**config.mk**
```make
export PLATFORM = sky130hd
export DESIGN_NAME = net_tx_arb
export DESIGN_NICKNAME = d
export VERILOG_FILES = /design/src/rtl/net_pkg.sv /design/src/rtl/net_rr_pick.sv /design/src/rtl/net_tx_arb.sv
export SDC_FILE = /design/constraint.sdc
export NUM_CORES = 1
export LEC_CHECK = 0
export ABC_AREA = 1
export CAP_MARGIN = 15
export CORE_MARGIN = 2
export CORE_UTILIZATION = 30
export DETAILED_ROUTE_END_ITERATION = 8
export PLACE_DENSITY = 0.66
export SLEW_MARGIN = 20
export SYNTH_ARGS = -nofsm -noshare
export SYNTH_HDL_FRONTEND = slang
export SYNTH_SLANG_ARGS = --single-unit
```
**constraint.sdc**
```tcl
create_clock -name clk -period 2.5 [get_ports clk]
set_clock_uncertainty 0.2 [all_clocks]
set_input_delay 0.5 -clock clk [delete_from_list [all_inputs] [get_ports clk]]
set_output_delay 0.5 -clock clk [all_outputs]
set_load 0.05 [all_outputs]
```
**src/rtl/net_pkg.sv**
```systemverilog
// Shared definitions for the network transmit arbiter: FSM encoding and default word width.
package net_pkg;

  localparam int unsigned NET_BITS = 64;

  typedef enum logic [1:0] {
    StIdle  = 2'd0,
    StBusy  = 2'd1,
    StFlush = 2'd2
  } net_state_e;

endpackage

```
**src/rtl/net_rr_pick.sv**
```systemverilog
// Combinational round-robin picker: first requesting index strictly after 'last', wrapping.
module net_rr_pick
  import net_pkg::*;
#(
  parameter int unsigned PORTS = 4,
  localparam int unsigned PW = $clog2(PORTS)
) (
  input  logic [PORTS-1:0] req,
  input  logic [PW-1:0]    last,
  output logic             found,
  output logic [PW-1:0]    idx
);

  always_comb begin
    int unsigned cand;
    logic [PW-1:0] cidx;
    found = 1'b0;
    idx   = '0;
    cand  = 0;
    cidx  = '0;
    // Offsets 1..PORTS so the last winner is considered only after every other port.
    for (int k = 1; k <= int'(PORTS); k++) begin
      cand = (int'(last) + k) % PORTS;
      cidx = cand[PW-1:0];
      if (!found && req[cidx]) begin
        found = 1'b1;
        idx   = cidx;
      end
    end
  end

endmodule

```
**src/rtl/net_tx_arb.sv**
```systemverilog
// Frame-atomic round-robin arbiter feeding one registered word stream toward a link transmitter.
module net_tx_arb
  import net_pkg::*;
#(
  parameter int unsigned BITS    = NET_BITS,
  parameter int unsigned PORTS   = 4,
  parameter int unsigned TIMEOUT = 1024
) (
  input  logic                     clk,
  input  logic                     rst_n,
  input  logic [PORTS-1:0]         in_valid,
  input  logic [PORTS*BITS-1:0]    in_data,
  input  logic [PORTS-1:0]         in_end,
  output logic [PORTS-1:0]         in_pull,
  input  logic [PORTS-1:0]         enable,
  output logic                     out_valid,
  output logic [BITS-1:0]          out_data,
  output logic                     out_end,
  input  logic                     out_pull,
  output logic [$clog2(PORTS)-1:0] out_port,
  output logic                     timeout_err,
  output logic [15:0]              frame_count
);

  localparam int unsigned PW = $clog2(PORTS);
  localparam int unsigned SW = $clog2(TIMEOUT + 1);

  net_state_e    state_q, state_d;
  logic [PW-1:0] grant_q, grant_d;
  logic [PW-1:0] last_q, last_d;
  logic [SW-1:0] stall_q, stall_d;

  logic            pick_found;
  logic [PW-1:0]   pick_idx;
  logic            loadable;
  logic            cur_valid;
  logic            cur_end;
  logic            xfer;
  logic [BITS-1:0] words [PORTS];

  logic            load;
  logic [BITS-1:0] load_data;
  logic            load_end;
  logic            flush_pulse;

  for (genvar g = 0; g < PORTS; g++) begin : g_words
    assign words[g] = in_data[g*BITS +: BITS];
  end

  net_rr_pick #(
    .PORTS (PORTS)
  ) u_pick (
    .req   (in_valid & enable),
    .last  (last_q),
    .found (pick_found),
    .idx   (pick_idx)
  );

  assign loadable  = !out_valid || out_pull;
  assign cur_valid = in_valid[grant_q];
  assign cur_end   = in_end[grant_q];
  assign xfer      = in_pull[grant_q] && cur_valid;

  always_comb begin
    in_pull = '0;
    if (state_q == StBusy && loadable) begin
      in_pull[grant_q] = 1'b1;
    end
  end

  always_comb begin
    state_d     = state_q;
    grant_d     = grant_q;
    last_d      = last_q;
    stall_d     = stall_q;
    load        = 1'b0;
    load_data   = '0;
    load_end    = 1'b0;
    flush_pulse = 1'b0;
    unique case (state_q)
      StIdle: begin
        stall_d = '0;
        if (pick_found) begin
          grant_d = pick_idx;
          state_d = StBusy;
        end
      end
      StBusy: begin
        if (xfer) begin
          stall_d   = '0;
          load      = 1'b1;
          load_data = words[grant_q];
          load_end  = cur_end;
          if (cur_end) begin
            state_d = StIdle;
            last_d  = grant_q;
          end
        end else if (in_pull[grant_q]) begin
          // Only a source that could have sent but did not counts as stalled.
          if (stall_q == SW'(TIMEOUT - 1)) begin
            stall_d = SW'(TIMEOUT);
            state_d = StFlush;
          end else begin
            stall_d = stall_q + 1'b1;
          end
        end
      end
      StFlush: begin
        if (loadable) begin
          load        = 1'b1;
          load_end    = 1'b1;
          flush_pulse = 1'b1;
          last_d      = grant_q;
          stall_d     = '0;
          state_d     = StIdle;
        end
      end
      default: begin
        state_d = StIdle;
      end
    endcase
  end

  always_ff @(posedge clk or negedge rst_n) begin
    if (!rst_n) begin
      state_q <= StIdle;
      grant_q <= '0;
      last_q  <= PW'(PORTS - 1);
      stall_q <= '0;
    end else begin
      state_q <= state_d;
      grant_q <= grant_d;
      last_q  <= last_d;
      stall_q <= stall_d;
    end
  end

  always_ff @(posedge clk or negedge rst_n) begin
    if (!rst_n) begin
      out_valid   <= 1'b0;
      out_data    <= '0;
      out_end     <= 1'b0;
      out_port    <= '0;
      timeout_err <= 1'b0;
      frame_count <= '0;
    end else begin
      timeout_err <= flush_pulse;
      if (load) begin
        out_valid <= 1'b1;
        out_data  <= load_data;
        out_end   <= load_end;
        out_port  <= grant_q;
        if (load_end) begin
          frame_count <= frame_count + 16'd1;
        end
      end else if (out_pull) begin
        out_valid <= 1'b0;
      end
    end
  end

endmodule
```
======== Word-level counts from Yosys, hierarchy flattened ========
Cells that the tools add are included.
word-level totals
  word-level logic and storage cells ...... 109
  input port bits ......................... 271
  flip-flop bits (word level) ............. 102
  output and inout port bits .............. 89
cells by class
  bitwise gates (word level) .............. 2
  equal/unequal tests ..................... 10
  reductions and logical operators ........ 20
  multiplexer cells ....................... 54
  add/sub/neg operators ................... 6
  magnitude comparators ................... 7
operator list
  cell                                                                      count
  64-bit 2-to-1 mux                                                         4
  64-bit binary-select mux with 2-bit select                                1
  11-bit 2-to-1 mux                                                         4
  11-bit case mux with 3 select lines                                       1
  2-bit 2-to-1 mux                                                          13
  1-bit 2-to-1 mux                                                          18
  16-bit by 1-bit adder with 16-bit output (second input constant)          1
  2-bit by 3-bit < comparator with 1-bit output (second input constant)     5
  1-bit binary-select mux with 2-bit select                                 7
  11-bit by 1-bit adder with 11-bit output (second input constant)          1
  11-bit by 10-bit equality test with 1-bit output (second input constant)  1
  2-bit != test (second input constant)                                     4
  1-bit logical AND                                                         6
  3-bit != test (second input constant)                                     2
  2-bit case mux with 3 select lines                                        1
  5-bit AND reduction                                                       1
  2-bit by 1-bit adder with 2-bit output (second input constant)            2
  2-bit adder (second input constant)                                       2
  4-bit AND                                                                 1
  1-bit zero test                                                           4
  4-bit 2-to-1 mux                                                          1
  1-bit case mux with 2 select lines                                        2
  2-bit case mux with 2 select lines                                        1
  2-bit AND reduction                                                       2
  other kinds (13)                                                          14

======== Longest topological paths before layout ========
  depth in word-level cells ............... 15
  depth in mapped cells ................... 12
  depth with buffers taken out ............ 12

======== By module ========
From an unflattened synthesis, not the netlist that was laid out.
unflattened totals
  cell total of the unflattened synthesis .. 930
  area, all modules ....................... 6525.0 µm²
modules (own cells, without submodules)
  module       area an instance (µm²)  instances  cells an instance
  net_tx_arb   6234.7                  1          881
  net_rr_pick  290.3                   1          49

======== Worst setup path before layout ========
Ideal clock, no wire load.
  kind .................................... flip-flop to output port
  start point ............................. register out_valid
  end point ............................... output in_pull[0]
  path buffers ............................ 0
  setup slack ............................. -0.258 ns
  stages on the path, launching flop included .. 6
  data arrival time ....................... 2.058 ns
  data required time ...................... 1.800 ns
  cell sequence ........................... dfrtp_1 -> inv_1 -> nor2_1 -> nor2_1 -> inv_1 -> nor3_1
between the ends
  cells in the longest elaborated chain, start to end .. 4
RTL lines
  item                    line               text
  from (decl)             net_tx_arb.sv:16   output logic out_valid,
  from (signal assigned)  net_tx_arb.sv:140  out_valid <= 1'b0;
  from (signal assigned)  net_tx_arb.sv:149  out_valid <= 1'b1;
  from (signal assigned)  net_tx_arb.sv:157  out_valid <= 1'b0;
  1-bit zero test         net_tx_arb.sv:59   assign loadable = !out_valid || out_pull;
  1-bit logical OR        net_tx_arb.sv:59
  1-bit logical AND       net_tx_arb.sv:66   if (state_q == StBusy && loadable) begin
  4-bit 2-to-1 mux        net_tx_arb.sv:66
  to (decl)               net_tx_arb.sv:14   output logic [PORTS-1:0] in_pull,
Every way passes these cells.

======== Worst setup path in the final report ========
  start point ............................. register state_q[1]
  end point ............................... output in_pull[1]
between the ends
  cells in the longest elaborated chain, start to end .. 3
RTL lines
  item                                            line               text
  from (decl)                                     net_tx_arb.sv:28   net_state_e state_q, state_d;
  from (signal assigned)                          net_tx_arb.sv:126  state_q <= StIdle;
  from (signal assigned)                          net_tx_arb.sv:131  state_q <= state_d;
  2-bit by 1-bit equality test with 1-bit output  net_tx_arb.sv:66
  1-bit logical AND                               net_tx_arb.sv:66
  4-bit 2-to-1 mux                                net_tx_arb.sv:66
Every way passes these cells.

==> run summary <==
final setup vio count: 0
post-layout min period: 2.37 ns
Seq/Total Area, Yosys: 0.410
GRT Overall Usage: 0.240
largest net degree at the start of global routing: 45
PortBufs: 359
Worst setup EP type: output port
initial antenna violation count: 6
Mapped Cells: 781
RSZ-0062 raised after global routing: false
register bit total from synthesis: 102
Critical-path top delay cell: dfrtp_1
worst vdd ir: 1040 uV
Worst-Margin Slew: 0.599 ns
Slew Viols, Final: 0
clk buf depth: 2
hpwl dp: 20.4 mm
Crit Path Category: reg2out
Post-DRT Antenna Nets: 0
Yosys warnings: 0
Worst R2R Setup Slack: 0.44 ns
DR iter-0 viols: 346
top cell type's share of synthesized area: 0.402
most frequent CP cell: inv_1
Multi-input gate area: 3260 um2
syn nets: 1058
CTS Buf Count: 9
crit-path max FO: 5
Die X: 148 um
vias in the first global route: 7017
HP Class: in2reg
TritonRoute pass-1 iters: 5
Tcrit/Tclk final: 0.948
critical path, cell by cell: inv_1, ha_2, inv_1, nor2_2, inv_2, nor3_2, buf_4, buf_12
Clock transition at path regs: 0.07 ns
htree depth: 3
Area growth, synth to finish: 69.9%
slowest cell delay on critical path: 0.38 ns
Synth cell types: 34
DRC: 0
die area: 21900 um2
nets@finish: 1407
first-pass GRT wire length: 41.0 mm
largest cells by area after synthesis: dfrtp_1 (40%), nand3_1 (12%), nand2_1 (12%), a22o_1 (9.0%), a22oi_1 (7.7%)
crit start category: register
pwr dens: 1080 nW/um2
Fin Hold WS: 0.285 ns
status: completed
Max-cap violations: 0
Initial Utilization: 0.307
DR vias: 7147
Wirelength per Cell: 19.4 um
Reg area: 2560 um2
fill count: 1954
max frequency: 0.422 GHz
GRT overflow: 0
Core Rows: 52
LEAKAGE: 4.51 nW
synthesized cell area: 6230 um2
count of final hold-check violations: 0
Core ar.: 20300 um2
I/O pins: 360
Worst Path Required: 1.80 ns
post-layout util: 0.521
Die Ht: 148 um
clock sink count: 102
Slew HR: 0.600
crit path DAT: 1.67 ns
Root Buffer: clkbuf_16
Syn Area/Cell: 7.97 um2
GPL Wtd Cong: 0.878
TritonCTS clock tree: yes
leading area contributor after synthesis: dfrtp_1
clk_lat worst skew: 0.35 ns
layout cells sized above 1: 0.0678
Post-Route WL: 27.3 mm
vias per inst: 5.07
## metrics by stage
| step | setup TNS (ns) | instances | worst slack (ns) | area, um2 | total power [mW] |
|---|---|---|---|---|---|
| CTS | 0 | 1405 | 0.0178 | 10500 | 11.5 |
| floorplan | -0.515 | 781 | -0.258 | 6230 | 7.31 |
| finish | 0 | 1409 | 0.130 | 10600 | 11.5 |
| global route | 0 | 1409 | 0.00597 | 10600 | 12.2 |
| global placement | 0 | 1387 | 0.00107 | 10200 | 9.97 |
| detailed placement | -0.0441 | 1387 | -0.0118 | 10200 | 10.0 |
## sequential cells by signal, indices dropped and copies added (netlist names)
register / count
frame_count: 16
grant_q: 2
last_q: 2
out_data: 64
out_end: 1
out_port: 2
out_valid: 1
stall_q: 11
state_q: 2
timeout_err: 1
## where the power goes
part	switching (mW)	internal (mW)	leakage [nW]
clock	0.640	0.805	0.142
combinational	4.72	2.73	3.03
sequential	0.389	2.17	1.34
total	5.75	5.71	4.51
## cells in the mapped netlist
cell	number
inv_4	1
nor3b_1	1
inv_1	38
a22oi_1	64
xnor2_1	8
a21oi_1	8
ha_1	6
nand2_4	1
o21ai_4	1
buf_6	8
dfrtp_1	100
nand2_1	191
o21ai_0	16
a22o_1	64
o21ai_2	4
nor2_4	1
buf_1	6
inv_2	1
nand3_2	1
nand3b_1	1
dfstp_2	2
nor4_1	1
nor2_1	33
o21ai_1	2
nor2_2	3
buf_4	1
nand4_1	5
xor2_1	9
clkbuf_1	12
buf_2	26
nor3_1	16
nand2_2	1
a31oi_1	1
nand3_1	148
## cell type report
type | instances | area share
clock inverters | 5 | 0.00556
inverters | 40 | 0.0144
repair buffers | 391 | 0.374
diodes | 4 | 0.000946
well taps | 270 | 0.0319
flip-flops and latches | 102 | 0.242
multi-input cells | 586 | 0.308
clock buffers | 11 | 0.0229
## final timing paths
| check | start | to | depth (start not counted) |
|---|---|---|---|
| setup / recovery | state_q[1]$_DFFE_PN0P_ | in_pull[1] | 8 |
| hold / removal | out_pull | out_valid$_DFFE_PN0P_ | 2 |
| setup reg to reg | state_q[1]$_DFFE_PN0P_ | out_data[32]$_DFFE_PN0P_ | 10 |
| hold reg to reg | out_end$_DFFE_PN0P_ | out_end$_DFFE_PN0P_ | 2 |
| max in group asynchronous | rst_n | last_q[0]$_DFFE_PN1P_ | 3 |
| min in group asynchronous | rst_n | frame_count[15]$_DFFE_PN0P_ | 2 |
## critical path: cells and delay by family (launching register included)
kind	cells	cell delay, ns
fa+ha+maj	1	0.21
buf+inv	5	0.51
flops	1	0.38
simple gates	2	0.22
## cells by family (layout without fill, tap and decap cells)
group / Yosys count / in the layout / share of synthesized area
AOI/OAI and AO/OA: 160 / 160 / 0.197
xor gates and xnor gates: 17 / 17 / 0.0239
adders and majority gates: 6 / 6 / 0.0121
buffers and inverters: 93 / 447 / 0.0719
DFF: 102 / 102 / 0.410
other: 0 / 4 / 0
and+or+nand+nor: 403 / 403 / 0.285
## what timing repair did
item | 4_1_cts | 5_1_grt
endpoints found under the setup margin | 2 | 4
cloned | 0 | 0
hold endpoints to repair | 30 | 0
pin swaps | 0 | 1
hold buffers | 1 | 0
buffers inserted | 1 | 0
gates resized for setup | 2 | 6
## cell usage in the layout (no fill, tap or decap), types with 2 or more instances in the layout
cell type          n
clkinvlp_4         2
a21oi_1            8
inv_2              3
a22o_1            64
dfrtp_1           99
clkbuf_16          9
clkdlybuf4s50_1  352
nand4_1            5
a22oi_1           64
buf_4             26
nor2_4             4
xor2_1             9
o21ai_0           16
nor2_2             3
nand2_1          191
ha_1               5
nand3_1          148
o21ai_2            4
o21ai_1            2
inv_1             36
diode_2            4
nor3_1            14
buf_12            11
dfstp_2            2
nor2_1            30
nor3_2             2
xnor2_1            8
## layer usage
metal	wire length (um)	track usage	vias up
met1	11100	0.309	3375
met2	13300	0.392	278
met3	2170	0.0592	44
met4	757	0.0914	4
li1	-	-	3446
met5	34	0	-
No activity file was read; power rests on OpenSTA's default activity.
